<file path="src/rtl/pid_heater_controller_if.sv">
// Sample/result bundle between the command-decode stage and the PID heater engine.
// Handshake: sample is a one-cycle request, taken only on an edge where busy is low;
// a request seen while busy is dropped, and duty_valid pulses once when duty updates.
interface pid_heater_controller_if #(
   parameter int WIDTH     = 14,
   parameter int OUT_WIDTH = 10
);
   logic [WIDTH-1:0]     setpoint;
   logic [WIDTH-1:0]     proportional;
   logic [WIDTH-1:0]     integral;
   logic [WIDTH-1:0]     derivative;
   logic [WIDTH-1:0]     temp;
   logic                 sample;
   logic                 busy;
   logic [OUT_WIDTH-1:0] duty;
   logic                 duty_valid;

   modport master (
      output setpoint, proportional, integral, derivative, temp, sample,
      input  busy, duty, duty_valid
   );

   modport slave (
      input  setpoint, proportional, integral, derivative, temp, sample,
      output busy, duty, duty_valid
   );
endinterface

</file>
<file path="src/rtl/pid_heater_controller.sv">
// Sampled PID engine: one shared signed multiplier walks P, I and D terms, then
// saturates to a duty cycle that drives a period-aligned PWM output.
module pid_heater_controller #(
   parameter int WIDTH     = 14,
   parameter int OUT_WIDTH = 10,
   parameter int INT_LIMIT = 65535
) (
   input  logic                    clk,
   input  logic                    rst,
   pid_heater_controller_if.slave  bus,
   output logic                    pwm_out,
   output logic [2:0]              state_dbg
);

   localparam int E_W    = WIDTH + 1;
   localparam int D_W    = WIDTH + 2;
   localparam int ACC_W  = 18;
   localparam int PROD_W = WIDTH + 1 + ACC_W;
   localparam int SUM_W  = 34;
   localparam logic signed [ACC_W:0] LIM_POS = (ACC_W + 1)'(INT_LIMIT);
   localparam logic signed [ACC_W:0] LIM_NEG = -LIM_POS;

   typedef enum logic [2:0] {
      IDLE  = 3'd0,
      CALC  = 3'd1,
      MUL_P = 3'd2,
      MUL_I = 3'd3,
      MUL_D = 3'd4,
      SAT   = 3'd5
   } state_t;

   state_t state, state_next;

   logic [WIDTH-1:0]         sp_r, temp_r, kp_r, ki_r, kd_r;
   logic signed [E_W-1:0]    e_r, e_prev, e_calc;
   logic signed [D_W-1:0]    d_r, d_calc;
   logic signed [ACC_W-1:0]  acc, acc_next;
   logic signed [ACC_W:0]    acc_sum;
   logic signed [SUM_W-1:0]  sum, q;
   logic signed [WIDTH:0]    mul_a;
   logic signed [ACC_W-1:0]  mul_b;
   logic signed [PROD_W-1:0] prod;
   logic [OUT_WIDTH-1:0]     duty_r, duty_sat;
   logic                     duty_valid_r;

   logic [OUT_WIDTH-1:0]     pwm_cnt, duty_active, duty_eff;

   always_ff @(posedge clk) begin
      if (rst) state <= IDLE;
      else     state <= state_next;
   end

   always_comb begin
      state_next = state;
      unique case (state)
         IDLE:    if (bus.sample) state_next = CALC;
         CALC:    state_next = MUL_P;
         MUL_P:   state_next = MUL_I;
         MUL_I:   state_next = MUL_D;
         MUL_D:   state_next = SAT;
         SAT:     state_next = IDLE;
         default: state_next = IDLE;
      endcase
   end

   always_comb begin
      bus.busy  = (state != IDLE);
      state_dbg = state;
   end

   // Error terms are formed from the captured operands, so inputs may move after acceptance.
   always_comb begin
      e_calc  = E_W'(sp_r) - E_W'(temp_r);
      d_calc  = D_W'(e_calc) - D_W'(e_prev);
      acc_sum = (ACC_W + 1)'(acc) + (ACC_W + 1)'(e_calc);
      if (acc_sum > LIM_POS)      acc_next = LIM_POS[ACC_W-1:0];
      else if (acc_sum < LIM_NEG) acc_next = LIM_NEG[ACC_W-1:0];
      else                        acc_next = acc_sum[ACC_W-1:0];
   end

   always_comb begin
      mul_a = '0;
      mul_b = '0;
      unique case (state)
         MUL_P: begin
            mul_a = {1'b0, kp_r};
            mul_b = ACC_W'(e_r);
         end
         MUL_I: begin
            mul_a = {1'b0, ki_r};
            mul_b = acc;
         end
         MUL_D: begin
            mul_a = {1'b0, kd_r};
            mul_b = ACC_W'(d_r);
         end
         default: begin
            mul_a = '0;
            mul_b = '0;
         end
      endcase
      prod = mul_a * mul_b;
   end

   always_comb begin
      q = sum >>> 8;
      if (q[SUM_W-1])                 duty_sat = '0;
      else if (|q[SUM_W-2:OUT_WIDTH]) duty_sat = '1;
      else                            duty_sat = q[OUT_WIDTH-1:0];
   end

   always_ff @(posedge clk) begin
      if (rst) begin
         sp_r         <= '0;
         temp_r       <= '0;
         kp_r         <= '0;
         ki_r         <= '0;
         kd_r         <= '0;
         e_r          <= '0;
         d_r          <= '0;
         e_prev       <= '0;
         acc          <= '0;
         sum          <= '0;
         duty_r       <= '0;
         duty_valid_r <= 1'b0;
      end else begin
         duty_valid_r <= 1'b0;
         case (state)
            IDLE: begin
               if (bus.sample) begin
                  sp_r   <= bus.setpoint;
                  temp_r <= bus.temp;
                  kp_r   <= bus.proportional;
                  ki_r   <= bus.integral;
                  kd_r   <= bus.derivative;
               end
            end
            CALC: begin
               e_r <= e_calc;
               d_r <= d_calc;
               acc <= acc_next;
            end
            MUL_P:        sum <= SUM_W'(prod);
            MUL_I, MUL_D: sum <= sum + SUM_W'(prod);
            SAT: begin
               duty_r       <= duty_sat;
               duty_valid_r <= 1'b1;
               e_prev       <= e_r;
            end
            default: ;
         endcase
      end
   end

   assign bus.duty       = duty_r;
   assign bus.duty_valid = duty_valid_r;

   // A new duty is only picked up at counter zero so a period is never cut short.
   always_comb duty_eff = (pwm_cnt == '0) ? duty_r : duty_active;

   always_ff @(posedge clk) begin
      if (rst) begin
         pwm_cnt     <= '0;
         duty_active <= '0;
         pwm_out     <= 1'b0;
      end else begin
         pwm_cnt     <= pwm_cnt + 1'b1;
         duty_active <= duty_eff;
         pwm_out     <= (pwm_cnt < duty_eff);
      end
   end

endmodule
</file>
<file path="src/flat_wrapper.sv">
// flat-port wrapper written by rule: the top's interface ports become plain ports
module pid_heater_controller_flat 
#(
   parameter int WIDTH     = 14,
   parameter int OUT_WIDTH = 10,
   parameter int INT_LIMIT = 65535
)
  (clk, rst, pwm_out, state_dbg, bus_setpoint, bus_proportional, bus_integral, bus_derivative, bus_temp, bus_sample, bus_busy, bus_duty, bus_duty_valid);
  pid_heater_controller_if #(.WIDTH(WIDTH), .OUT_WIDTH(OUT_WIDTH)) bus_i ();
  input  logic clk;
  input  logic rst;
  output logic pwm_out;
  output logic [2:0] state_dbg;
  input wire logic [$bits(bus_i.setpoint)-1:0] bus_setpoint;
  input wire logic [$bits(bus_i.proportional)-1:0] bus_proportional;
  input wire logic [$bits(bus_i.integral)-1:0] bus_integral;
  input wire logic [$bits(bus_i.derivative)-1:0] bus_derivative;
  input wire logic [$bits(bus_i.temp)-1:0] bus_temp;
  input wire logic [$bits(bus_i.sample)-1:0] bus_sample;
  output wire logic [$bits(bus_i.busy)-1:0] bus_busy;
  output wire logic [$bits(bus_i.duty)-1:0] bus_duty;
  output wire logic [$bits(bus_i.duty_valid)-1:0] bus_duty_valid;
  assign bus_i.setpoint = bus_setpoint;
  assign bus_i.proportional = bus_proportional;
  assign bus_i.integral = bus_integral;
  assign bus_i.derivative = bus_derivative;
  assign bus_i.temp = bus_temp;
  assign bus_i.sample = bus_sample;
  assign bus_busy = bus_i.busy;
  assign bus_duty = bus_i.duty;
  assign bus_duty_valid = bus_i.duty_valid;
  pid_heater_controller #(.WIDTH(WIDTH), .OUT_WIDTH(OUT_WIDTH), .INT_LIMIT(INT_LIMIT)) u_core (.clk(clk), .rst(rst), .bus(bus_i), .pwm_out(pwm_out), .state_dbg(state_dbg));
endmodule
</file>
<file path="config.mk">
export PLATFORM = sky130hd
export DESIGN_NAME = pid_heater_controller_flat
export DESIGN_NICKNAME = d
export VERILOG_FILES = /design/src/rtl/pid_heater_controller_if.sv /design/src/rtl/pid_heater_controller.sv /design/src/flat_wrapper.sv
export SDC_FILE = /design/constraint.sdc
export NUM_CORES = 1
export LEC_CHECK = 0
export ABC_AREA = 1
export CORE_ASPECT_RATIO = 1.5
export CORE_MARGIN = 1
export CORE_UTILIZATION = 45
export CTS_BUF_LIST = sky130_fd_sc_hd__clkbuf_8
export CTS_CLUSTER_DIAMETER = 60
export DETAILED_ROUTE_END_ITERATION = 10
export PLACE_DENSITY = 0.64
export SLEW_MARGIN = 15
export SYNTH_ARGS = -nofsm -noshare
export SYNTH_HDL_FRONTEND = slang
export SYNTH_SLANG_ARGS = --single-unit
</file>
<file path="constraint.sdc">
create_clock -name clk -period 7.3 [get_ports clk]
set_input_delay 1.46 -clock clk [delete_from_list [all_inputs] [get_ports clk]]
set_output_delay 1.46 -clock clk [all_outputs]
set_load 0.05 [all_outputs]
</file>
==> results.sh <==
export IMPL_slew_headroom=0.273
export IMPL_io_buffers=88
export IMPL_ys_flop_type="dfxtp_1"
export IMPL_pwr_density_cell_nw_per_um2=184
export IMPL_max_freq_ghz=0.126
export IMPL_ys_warn_count=0
export IMPL_grt_pass1_wl_mm=117
export IMPL_max_stage_delay_ns=0.59
export IMPL_die_x_um=185
export IMPL_io_pins=89
export IMPL_fin_cells=4342
export IMPL_syn_area_um2=22700
export IMPL_gp_congestion=0.995
export IMPL_routedWlPerCell_um=17.5
export IMPL_vias_per_cell=5.19
export IMPL_dr_pass1_iters=6
export IMPL_p_leak_nw=16.1
export IMPL_final_setup_skew_ns=0.0538
export IMPL_r2r_slack_ns=-0.64
export IMPL_tns_ns=-8.17
export IMPL_clk_pin_slew_ns=0.06
export IMPL_ys_ff_latch=203
export IMPL_clock_latency_ns=0.59
export IMPL_min_period_over_period=1.09
export IMPL_worstReg2RegEnd="u_core.sum[29]"
export IMPL_slowest_stage="fa_2"
export IMPL_min_to="u_core.sp_r[2]"
export IMPL_start_util=0.456
export IMPL_ir_drop_mv=0.228
export IMPL_hold_depth=2
export IMPL_worst_slack_ns=-0.643
export IMPL_postSynthCellCount=3192
export IMPL_yosysSeqAreaShare=0.179
export IMPL_crit_arrival_ns=8.43
export IMPL_clock_path_buffers=3
export IMPL_cts_root_buffer="clkbuf_8"
export IMPL_htreeDepth=2
export IMPL_finalCriticalPeriod_ns=7.94
export IMPL_die_area_um2=51400
export IMPL_rows=100
export IMPL_fill_cells=4452
export IMPL_drt_total_wl_mm=76.0
export IMPL_crit_type="reg -> reg"
export IMPL_drv_slew=0
export IMPL_async_flop_share=0
export IMPL_ff2ff_path_depth=43
export IMPL_grt_setup_unrepaired="true"
export IMPL_grt_usage=0.292
export IMPL_endpoint_kind="flip-flop"
export IMPL_overflow=0
export IMPL_start_kind="flip-flop"
export IMPL_grt_max_degree=74
export IMPL_numClockSinks=203
export IMPL_synth_commonest_cells="inv_1 (752), nand2_1 (678), a21oi_1 (278), fa_1 (246), o21ai_0 (223)"
export IMPL_crit_required_ns=7.79
export IMPL_synth_most_common_cell="inv_1"
export IMPL_ant_nets=0
export IMPL_hold_start="u_core.sp_r[2]"
export IMPL_worstPathMaxFanout=5
export IMPL_cts_buffers=37
export IMPL_dp_cells=4207
export IMPL_core_um2=49800
export IMPL_antenna_found_initial=1
export IMPL_tightest_slew_ns=1.08
export IMPL_drtIter0Drc=1130
export IMPL_synth_area_leaders="fa_1 (22%), dfxtp_1 (18%), inv_1 (12%), nand2_1 (11%), ha_1 (9.4%)"
export IMPL_die_h_um=277
export IMPL_setup_viol=20
export IMPL_violations="setup timing"
export IMPL_r2r_start="u_core.state_dbg[0]"
export IMPL_synth_top_area_frac=0.217
export IMPL_finalHoldViolCount=0
export IMPL_power_mw=5.72
export IMPL_critical_path_most_common_cell="nand2_1"
export IMPL_syn_num_nets=3682
export IMPL_syn_area_per_cell_um2=7.12
export IMPL_status="finished with violations"
export IMPL_area_growth_pct=36.5
export IMPL_dp_hpwl_mm=59.3
export IMPL_synth_edff_count=0
export IMPL_nets=4143
export IMPL_grt_pass1_vias=23300
export IMPL_route_vias_total=22600
export IMPL_synth_largest_area_cell="fa_1"
export IMPL_fin_util=0.623
export IMPL_tritoncts="built"
export IMPL_max_cap_viol_count=0
export IMPL_drive_gt1_frac=0.242
export IMPL_min_path_type="reg -> reg"
export IMPL_yosysUniqueCellTypes=51
export IMPL_drc=0
-- registers in the layout (all words and copies together), names as in the netlist --
register               cells
u_core.sum                34
u_core.acc                18
u_core.d_r                16
u_core.e_prev             15
u_core.e_r                15
u_core.kd_r               14
u_core.ki_r               14
u_core.kp_r               14
u_core.sp_r               14
u_core.temp_r             14
u_core.bus.duty           10
u_core.duty_active        10
u_core.pwm_cnt            10
u_core.state_dbg           3
u_core.bus.duty_valid      1
u_core.pwm_out             1
-- critical path: cells and delay by family (launching register included) --
| family | cells | cell delay, ns |
|---|---|---|
| fa+ha+maj | 8 | 3.71 |
| simple gates | 21 | 2.20 |
| buf+inv | 12 | 1.11 |
| compound gates | 2 | 0.39 |
| flops | 1 | 0.41 |
-- logic make-up (layout without fill, tap and decap cells) --
logic type               count (synthesis)  count (layout)  synth area share
AO/OA/AOI/OAI                          614             616             0.152
XOR/XNOR                                70              70            0.0270
adder cells (fa/ha/maj)                417             417             0.311
buffers and inverters                  860            1344             0.143
flip-flops                             203             203             0.179
multiplexers                             9               9           0.00396
other                                    0               1                 0
AND/OR/NAND/NOR                       1019            1019             0.184
-- worst max-delay path by stage --
stage / startpoint / end / slack, ns / cells after the start
after floorplan: u_core.state_dbg[0] / u_core.sum[33] / -0.01 / 35
after global placement: u_core.state_dbg[1] / u_core.sum[28] / -1.10 / 33
after detailed placement: u_core.state_dbg[1] / u_core.sum[28] / -1.14 / 33
after CTS: u_core.state_dbg[1] / u_core.sum[33] / -0.68 / 41
after global routing: u_core.state_dbg[0] / u_core.sum[29] / -0.95 / 43
final: u_core.state_dbg[0] / u_core.sum[29] / -0.64 / 43
-- power by group --
group	internal [mW]	switching, mW
Combinational	1.14	1.94
Sequential	1.27	0.119
Clock	0.725	0.530
-- what timing repair did --
item                       CTS  global route
pin swaps                   44           185
resized for setup          108           378
setup endpoints to repair   23            25
hold buffers                 0             0
cloned                       1             7
buffers inserted            10            53
-- stage by stage --
| stage | hold slack [ns] | worst slack [ns] | instance area (um2) |
|---|---|---|---|
| after floorplan | 0.424 | -0.0131 | 23200 |
| after global placement | 0.439 | -1.10 | 27400 |
| after detailed placement | 0.441 | -1.14 | 27400 |
| after CTS | 0.451 | -0.683 | 28800 |
| after global routing | 0.464 | -0.946 | 31000 |
| final | 0.448 | -0.643 | 31000 |
-- cell usage in the layout, fill, tap and decap left out, types with 9 or more instances in the layout --
master	netlist	final
nor2_2	3	17
o21ai_0	223	191
nand2_1	678	607
nand4_1	29	29
buf_6	1	27
xnor2_1	22	16
clkdlybuf4s50_1	0	87
a21o_1	12	11
o221ai_1	18	11
buf_4	0	372
ha_4	0	42
nor3_2	2	11
o221ai_4	0	11
fa_2	0	14
nand3_2	1	10
ha_1	171	129
a21oi_2	6	32
xor2_1	48	37
buf_12	0	26
nand2_2	7	56
a21oi_4	0	24
nand2_4	0	20
nand3_1	92	81
clkbuf_8	0	43
nor2_4	0	24
a21oi_1	278	228
o21ai_2	1	14
nor2_1	150	112
dfxtp_1	203	200
inv_1	752	712
o211ai_1	15	15
fa_1	246	232
inv_2	5	49
mux2i_1	9	9
o21ai_1	3	14
-- cell type report --
cell class | instances | area [um2] | share of cell area
Antenna cell | 1 | 2.50 | 0.0000807
Sequential cell | 203 | 4080 | 0.131
Multi-Input combinational cell | 2131 | 17700 | 0.571
Tap cell | 663 | 830 | 0.0267
Clock inverter | 21 | 251 | 0.00811
Timing Repair Buffer | 523 | 4710 | 0.152
Clock buffer | 43 | 592 | 0.0191
Inverter | 757 | 2860 | 0.0920
-- metal layers --
metal / vias up / GRT usage / wire length (um)
li1: 10900 / - / -
met1: 10800 / 0.303 / 27200
met2: 601 / 0.567 / 41100
met3: 237 / 0.0242 / 2780
met4: 0 / 0.155 / 4960
met5: - / 0 / 0
(Power assumes the default switching activity.)
